===== src/rtl/ir_decode_pkg.sv =====
// ir_decode_pkg
// Shared definitions for the registered instruction decode stage: opcode and
// ALU function field encodings, the bit positions of the one-hot ALU select,
// the decoded-record struct that travels through the output queue, and the
// pure decode function that turns a 16-bit instruction into that record.
package ir_decode_pkg;

    localparam logic [3:0] OP_ALU  = 4'b0101;
    localparam logic [3:0] OP_ADDI = 4'b1100;
    localparam logic [3:0] OP_ADD  = 4'b1110;

    localparam logic [3:0] FN_NOT = 4'b0000;
    localparam logic [3:0] FN_SUB = 4'b1000;
    localparam logic [3:0] FN_FAS = 4'b0100;
    localparam logic [3:0] FN_AND = 4'b0010;
    localparam logic [3:0] FN_OR  = 4'b0001;
    localparam logic [3:0] FN_XOR = 4'b0011;

    localparam int SEL_SUB = 0;
    localparam int SEL_FAS = 1;
    localparam int SEL_AND = 2;
    localparam int SEL_OR  = 3;
    localparam int SEL_XOR = 4;
    localparam int SEL_NOT = 5;
    localparam int SEL_W   = 6;

    // The immediate is stored as the raw 8-bit field; the top sign-extends it
    // to the configured output width so the struct stays parameter-free.
    typedef struct packed {
        logic [SEL_W-1:0] sel;
        logic             is_add;
        logic             is_addi;
        logic             illegal;
        logic [3:0]       rd;
        logic [3:0]       rs;
        logic [7:0]       imm;
    } dec_t;

    // Exactly one of {sel != 0, is_add, is_addi, illegal} ends up set.
    // Register and immediate fields are extracted for every instruction.
    function automatic dec_t decode(input logic [15:0] ir);
        dec_t d;
        d         = '0;
        d.rd      = ir[11:8];
        d.rs      = ir[7:4];
        d.imm     = ir[7:0];
        case (ir[15:12])
            OP_ALU: begin
                case (ir[3:0])
                    FN_NOT:  d.sel[SEL_NOT] = 1'b1;
                    FN_SUB:  d.sel[SEL_SUB] = 1'b1;
                    FN_FAS:  d.sel[SEL_FAS] = 1'b1;
                    FN_AND:  d.sel[SEL_AND] = 1'b1;
                    FN_OR:   d.sel[SEL_OR]  = 1'b1;
                    FN_XOR:  d.sel[SEL_XOR] = 1'b1;
                    default: d.illegal      = 1'b1;
                endcase
            end
            OP_ADDI: d.is_addi = 1'b1;
            OP_ADD:  d.is_add  = 1'b1;
            default: d.illegal = 1'b1;
        endcase
        return d;
    endfunction

endpackage


===== src/rtl/ir_decode_stage_queue.sv =====
// dec_queue
// DEPTH-entry synchronous FIFO of decoded records (dec_t).
// Ports:
//   clk, rst_n  - clock, asynchronous active-low reset
//   flush       - empties the queue next cycle; same-cycle push/pop ignored
//   push, wr_data - write request and record (ignored when full)
//   pop         - consume head (ignored when empty)
//   rd_data     - head record (undefined when empty)
//   count, full, empty - occupancy status, all from registered state
module dec_queue
    import ir_decode_pkg::*;
#(
    parameter int DEPTH = 2
) (
    input  logic                       clk,
    input  logic                       rst_n,
    input  logic                       flush,
    input  logic                       push,
    input  dec_t                       wr_data,
    input  logic                       pop,
    output dec_t                       rd_data,
    output logic [$clog2(DEPTH):0]     count,
    output logic                       full,
    output logic                       empty
);

    localparam int              AW       = $clog2(DEPTH);
    localparam logic [AW:0]     FULL_CNT = (AW+1)'(DEPTH);

    logic [AW-1:0] wr_ptr;
    logic [AW-1:0] rd_ptr;
    logic [AW:0]   count_q;
    dec_t          mem [DEPTH];
    logic          do_push;
    logic          do_pop;

    assign full    = (count_q == FULL_CNT);
    assign empty   = (count_q == '0);
    assign count   = count_q;
    assign do_push = push & ~full;
    assign do_pop  = pop & ~empty;
    assign rd_data = mem[rd_ptr];

    // Pointer and occupancy bookkeeping. DEPTH is a power of two, so the
    // pointers wrap naturally. Flush outranks any same-cycle push or pop.
    always_ff @(posedge clk or negedge rst_n) begin
        if (!rst_n) begin
            wr_ptr  <= '0;
            rd_ptr  <= '0;
            count_q <= '0;
        end else if (flush) begin
            wr_ptr  <= '0;
            rd_ptr  <= '0;
            count_q <= '0;
        end else begin
            if (do_push) begin
                wr_ptr <= wr_ptr + AW'(1);
            end
            if (do_pop) begin
                rd_ptr <= rd_ptr + AW'(1);
            end
            case ({do_push, do_pop})
                2'b10:   count_q <= count_q + (AW+1)'(1);
                2'b01:   count_q <= count_q - (AW+1)'(1);
                default: count_q <= count_q;
            endcase
        end
    end

    // Storage needs no reset: a slot is only ever read after being written,
    // and the stage zeroes its outputs whenever the queue is empty.
    always_ff @(posedge clk) begin
        if (do_push && !flush) begin
            mem[wr_ptr] <= wr_data;
        end
    end

endmodule


===== src/rtl/ir_decode_stage.sv =====
// ir_decode_stage
// Registered decode stage between fetch and execute. Instructions arrive over
// a valid/ready handshake, are decoded combinationally and the decoded record
// is buffered in a DEPTH-entry queue; execute sees only the queue head.
// Ports:
//   clk, rst_n          - clock, asynchronous active-low reset
//   flush               - drop all queued entries and the same-cycle input
//   in_valid/in_ready   - fetch handshake, in_ir is the instruction word
//   out_valid/out_ready - execute handshake for the head entry
//   out_sel             - one-hot {not,xor,or,and,fas,sub}
//   out_is_add, out_is_addi, out_illegal - head classification
//   out_rd, out_rs      - ir[11:8], ir[7:4] of the head
//   out_imm             - ir[7:0] of the head, sign-extended to DW
//   dec_cnt             - wrapping count of accepted legal instructions
module ir_decode_stage
    import ir_decode_pkg::*;
#(
    parameter int IW    = 16,
    parameter int DW    = 16,
    parameter int DEPTH = 2,
    parameter int CNT_W = 16
) (
    input  logic             clk,
    input  logic             rst_n,
    input  logic             flush,
    input  logic             in_valid,
    output logic             in_ready,
    input  logic [IW-1:0]    in_ir,
    output logic             out_valid,
    input  logic             out_ready,
    output logic [5:0]       out_sel,
    output logic             out_is_add,
    output logic             out_is_addi,
    output logic             out_illegal,
    output logic [3:0]       out_rd,
    output logic [3:0]       out_rs,
    output logic [DW-1:0]    out_imm,
    output logic [CNT_W-1:0] dec_cnt
);

    dec_t                   in_dec;
    dec_t                   head;
    logic                   push;
    logic                   pop;
    logic                   q_full;
    logic                   q_empty;
    logic [$clog2(DEPTH):0] q_count;
    logic                   unused_bits;

    // Only the low 16 instruction bits carry fields; occupancy is derived
    // from full/empty instead of the raw count.
    assign unused_bits = ^{in_ir, q_count};

    assign in_dec    = decode(in_ir[15:0]);
    assign in_ready  = ~q_full;
    assign out_valid = ~q_empty;
    assign push      = in_valid & in_ready;
    assign pop       = out_valid & out_ready;

    dec_queue #(
        .DEPTH (DEPTH)
    ) u_queue (
        .clk     (clk),
        .rst_n   (rst_n),
        .flush   (flush),
        .push    (push),
        .wr_data (in_dec),
        .pop     (pop),
        .rd_data (head),
        .count   (q_count),
        .full    (q_full),
        .empty   (q_empty)
    );

    // Counts accepted legal instructions; an input arriving together with a
    // flush is discarded and therefore not counted.
    always_ff @(posedge clk or negedge rst_n) begin
        if (!rst_n) begin
            dec_cnt <= '0;
        end else if (push && !flush && !in_dec.illegal) begin
            dec_cnt <= dec_cnt + CNT_W'(1);
        end
    end

    // Head payload is forced to zero whenever there is no valid entry, which
    // also makes every output drop to zero the moment reset is asserted.
    always_comb begin
        out_sel     = '0;
        out_is_add  = 1'b0;
        out_is_addi = 1'b0;
        out_illegal = 1'b0;
        out_rd      = '0;
        out_rs      = '0;
        out_imm     = '0;
        if (out_valid) begin
            out_sel     = head.sel;
            out_is_add  = head.is_add;
            out_is_addi = head.is_addi;
            out_illegal = head.illegal;
            out_rd      = head.rd;
            out_rs      = head.rs;
            out_imm     = DW'($signed(head.imm));
        end
    end

endmodule

===== config.mk =====
export PLATFORM = sky130hd
export DESIGN_NAME = ir_decode_stage
export DESIGN_NICKNAME = d
export VERILOG_FILES = /design/src/rtl/ir_decode_pkg.sv /design/src/rtl/ir_decode_stage_queue.sv /design/src/rtl/ir_decode_stage.sv
export SDC_FILE = /design/constraint.sdc
export NUM_CORES = 1
export LEC_CHECK = 0
export BUFFER_PORTS_ARGS = -buffer_cell sky130_fd_sc_hd__buf_2
export CORE_ASPECT_RATIO = 0.8
export CORE_MARGIN = 10
export CORE_UTILIZATION = 59
export CTS_BUF_LIST = sky130_fd_sc_hd__clkbuf_8
export CTS_CLUSTER_SIZE = 8
export DETAILED_ROUTE_END_ITERATION = 6
export GPL_ROUTABILITY_DRIVEN = 0
export PLACE_DENSITY = 0.87
export REMOVE_ABC_BUFFERS = 1
export SLEW_MARGIN = 10
export SYNTH_ARGS = -nofsm -noshare
export SYNTH_HDL_FRONTEND = slang
export SYNTH_SLANG_ARGS = --single-unit

===== constraint.sdc =====
create_clock -name clk -period 5.1 [get_ports clk]
set_input_delay 0.255 -clock clk [delete_from_list [all_inputs] [get_ports clk]]
set_output_delay 0.255 -clock clk [all_outputs]
set_load 0.01 [all_outputs]

==> impl_metrics.env <==
export IMPL_status="completed"
export IMPL_hold_path_endpoint="u_queue.mem[0][12]"
export IMPL_final_common_cell="buf_2"
export IMPL_slowest_stage="nor2_2"
export IMPL_ant_nets=0
export IMPL_powerDensity_nw_per_um2=340
export IMPL_cts_sinks=62
export IMPL_drtPass1Iterations=4
export IMPL_max_stage_delay_ps=870
export IMPL_cp_start_kind="flip-flop"
export IMPL_die_w_um=97.8
export IMPL_final_cell_mix="71 x buf_2, 42 x edfxtp_1, 32 x nor2_1, 22 x mux2i_1, 20 x dfrtp_1"
export IMPL_drtIter0Drc=97
export IMPL_cts_root_buffer="clkbuf_8"
export IMPL_clk_latency_ps=330
export IMPL_worstPathRequired_ps=5050
export IMPL_ys_warnings_count=0
export IMPL_grt_usage=0.141
export IMPL_worst_pin_slew_ps=1040
export IMPL_yosysSeqAreaShare=0.617
export IMPL_grt_pass1_vias=1826
export IMPL_wl_per_cell_um=15.8
export IMPL_final_setup_skew_ps=5.91
export IMPL_rows=22
export IMPL_setup_viol=0
export IMPL_design_area_um2=3370
export IMPL_synth_cell_types=40
export IMPL_cap_violations=0
export IMPL_rr_startpoint="u_queue.count[0]"
export IMPL_wirelength_mm=5.44
export IMPL_path_clk_slew_ps=70
export IMPL_p_leak_nw=1.51
export IMPL_path_cells="nand2b_4 > nand3b_4 > nor2_2"
export IMPL_critPathLaunch="u_queue.count[0]"
export IMPL_dpl_hpwl_mm=3.92
export IMPL_syn_area_um2=2850
export IMPL_stdcell_count=345
export IMPL_finalMaxSlewViolations=0
export IMPL_end_kind="flip-flop"
export IMPL_placedCellCount=329
export IMPL_postSynthAreaPerCell_um2=13.2
export IMPL_synth_edf_count=42
export IMPL_cts_buffers=9
export IMPL_vias=1826
export IMPL_chipHeight_um=82.2
export IMPL_grt_max_degree=23
export IMPL_fin_nets=303
export IMPL_cts_tree="yes"
export IMPL_finalHoldViolations=0
export IMPL_relSlewSlack=0.306
export IMPL_min_path_type="input port to flip-flop"
export IMPL_fin_tns_setup_ps=0
export IMPL_drive_gt1_frac=0.358
export IMPL_fin_crit_sh=0.418
export IMPL_nFillCells=311
export IMPL_reg2reg_setup_slack_ps=2970
export IMPL_postPlaceCellArea_um2=3170
export IMPL_syn_to_final_growth_pct=18.1
export IMPL_n_antenna_cell=0
export IMPL_reg2reg_depth=3
export IMPL_io_pins=72
export IMPL_crit_type="flip-flop to flip-flop"
export IMPL_start_util=0.617
export IMPL_syn_inst=216
export IMPL_drcViolationCount=0
export IMPL_synthFlopType="edfxtp_1"
export IMPL_critPathTopFamily="simple AND/OR/NAND/NOR gates"
export IMPL_power_mw=1.15
export IMPL_htreeDepth=3
export IMPL_cts_resized=0
export IMPL_fmax_mhz=469
export IMPL_antenna_found_initial=0
export IMPL_ys_ff_latch=62
export IMPL_crit_arrival_ps=2080
export IMPL_min_path_cells=1
export IMPL_ctsLongestPathBuffers=2
export IMPL_io_buffers=71
export IMPL_rsz0062_at_grt="no"
export IMPL_async_reset_ff_frac=0.323
export IMPL_cts_setup_buffers=0
export IMPL_r2r_end="u_queue.mem[1][1]"
export IMPL_vias_per_cell=5.29
export IMPL_crit_buf_inv=0
export IMPL_grt_pass1_wl_mm=8.98
export IMPL_timing_hold_ws_ps=111
export IMPL_period_minus_slack_ps=2130
export IMPL_grt_overflow_total=0
export IMPL_dieArea_um2=8040
export IMPL_cp_max_fo=21
export IMPL_min_from="in_ir[8]"
export IMPL_ir_drop_mv=0.210
export IMPL_core_area_um2=4620
[repair_timing]
action,in CTS,in global routing
hold buffers,1,0
setup endpoints to repair,0,0
hold endpoints to repair,20,0
[final cells by class]
type                       count  area, µm²  share of cell area
multi-input combinational    132        957               0.284
inverter                       2       7.51             0.00223
clock buffer                   9        124              0.0368
timing repair buffer          74        380               0.113
sequential                    62       1760               0.523
tap                           60       75.1              0.0223
clock inverter                 6       63.8              0.0189
[routing by layer]
layer  up-vias  track usage  part of all wire  routed length [µm]
met5         -            0                 0                   0
met4         0       0.0551             0.013                  73
met3        11       0.0747             0.099                 540
met2        64        0.215              0.44                2410
li1        890            -                 -                   -
met1       861        0.168              0.44                2410
[Yosys cell counts (all sizes together) (2+ instances only)]
cell type  instances  share of area
dfrtp             20           0.18
clkbuf             3         0.0039
nor3b              4          0.012
buf               17          0.043
nand3              6          0.011
nand4              2         0.0044
nor4               7          0.031
nand2             11          0.014
and2               2         0.0044
a31oi              2         0.0096
and3               4         0.0092
nand2b             2         0.0070
edfxtp            42           0.44
nand3b             2         0.0096
mux2i             22          0.077
nor2              34          0.045
xor2              16          0.049
inv                2         0.0026
nor3               6          0.014
[sequential cells by signal (all words and copies together), names as in the netlist]
register and flops:
u_queue.mem 42, dec_cnt 16, u_queue.wr_ptr 1, u_queue.count 2, u_queue.rd_ptr 1
[worst max path at each step]
| stage | end | slack, ps | depth (start not counted) |
|---|---|---|---|
| finish | u_queue.mem[1][1] | 2970 | 3 |
| global route | u_queue.mem[0][18] | 2790 | 3 |
| detailed placement | u_queue.mem[0][18] | 2970 | 3 |
| CTS | u_queue.mem[1][1] | 2950 | 3 |
| global placement | u_queue.mem[1][18] | 3020 | 3 |
| floorplan | out_imm[10] | 2480 | 2 |
[metrics by stage]
step	utilization	setup WS (ps)
6_report	0.729	2970
5_1_grt	0.729	2790
4_1_cts	0.729	2950
3_5_place_dp	0.686	2970
3_3_place_gp	0.686	3020
2_1_floorplan	-	2480
[where the power goes]
group	switching, mW	internal (mW)	leakage [nW]
registers	0.0214	0.567	0.666
logic	0.0933	0.0651	0.764
clock network	0.180	0.220	0.0810
[kinds of logic (layout without fill, tap and decap cells)]
family                   count (synthesis)  count (layout)  share of synthesized area
flip-flops                              62              62                      0.617
XOR/XNOR                                17              17                     0.0522
adder cells (fa/ha/maj)                  1               1                    0.00438
AND/OR/NAND/NOR                         85              85                      0.178
buffers and inverters                   22              91                     0.0491
multiplexers                            23              23                     0.0811
AO/OA/AOI/OAI                            6               6                     0.0180
No activity file was read; power rests on OpenSTA's default activity.
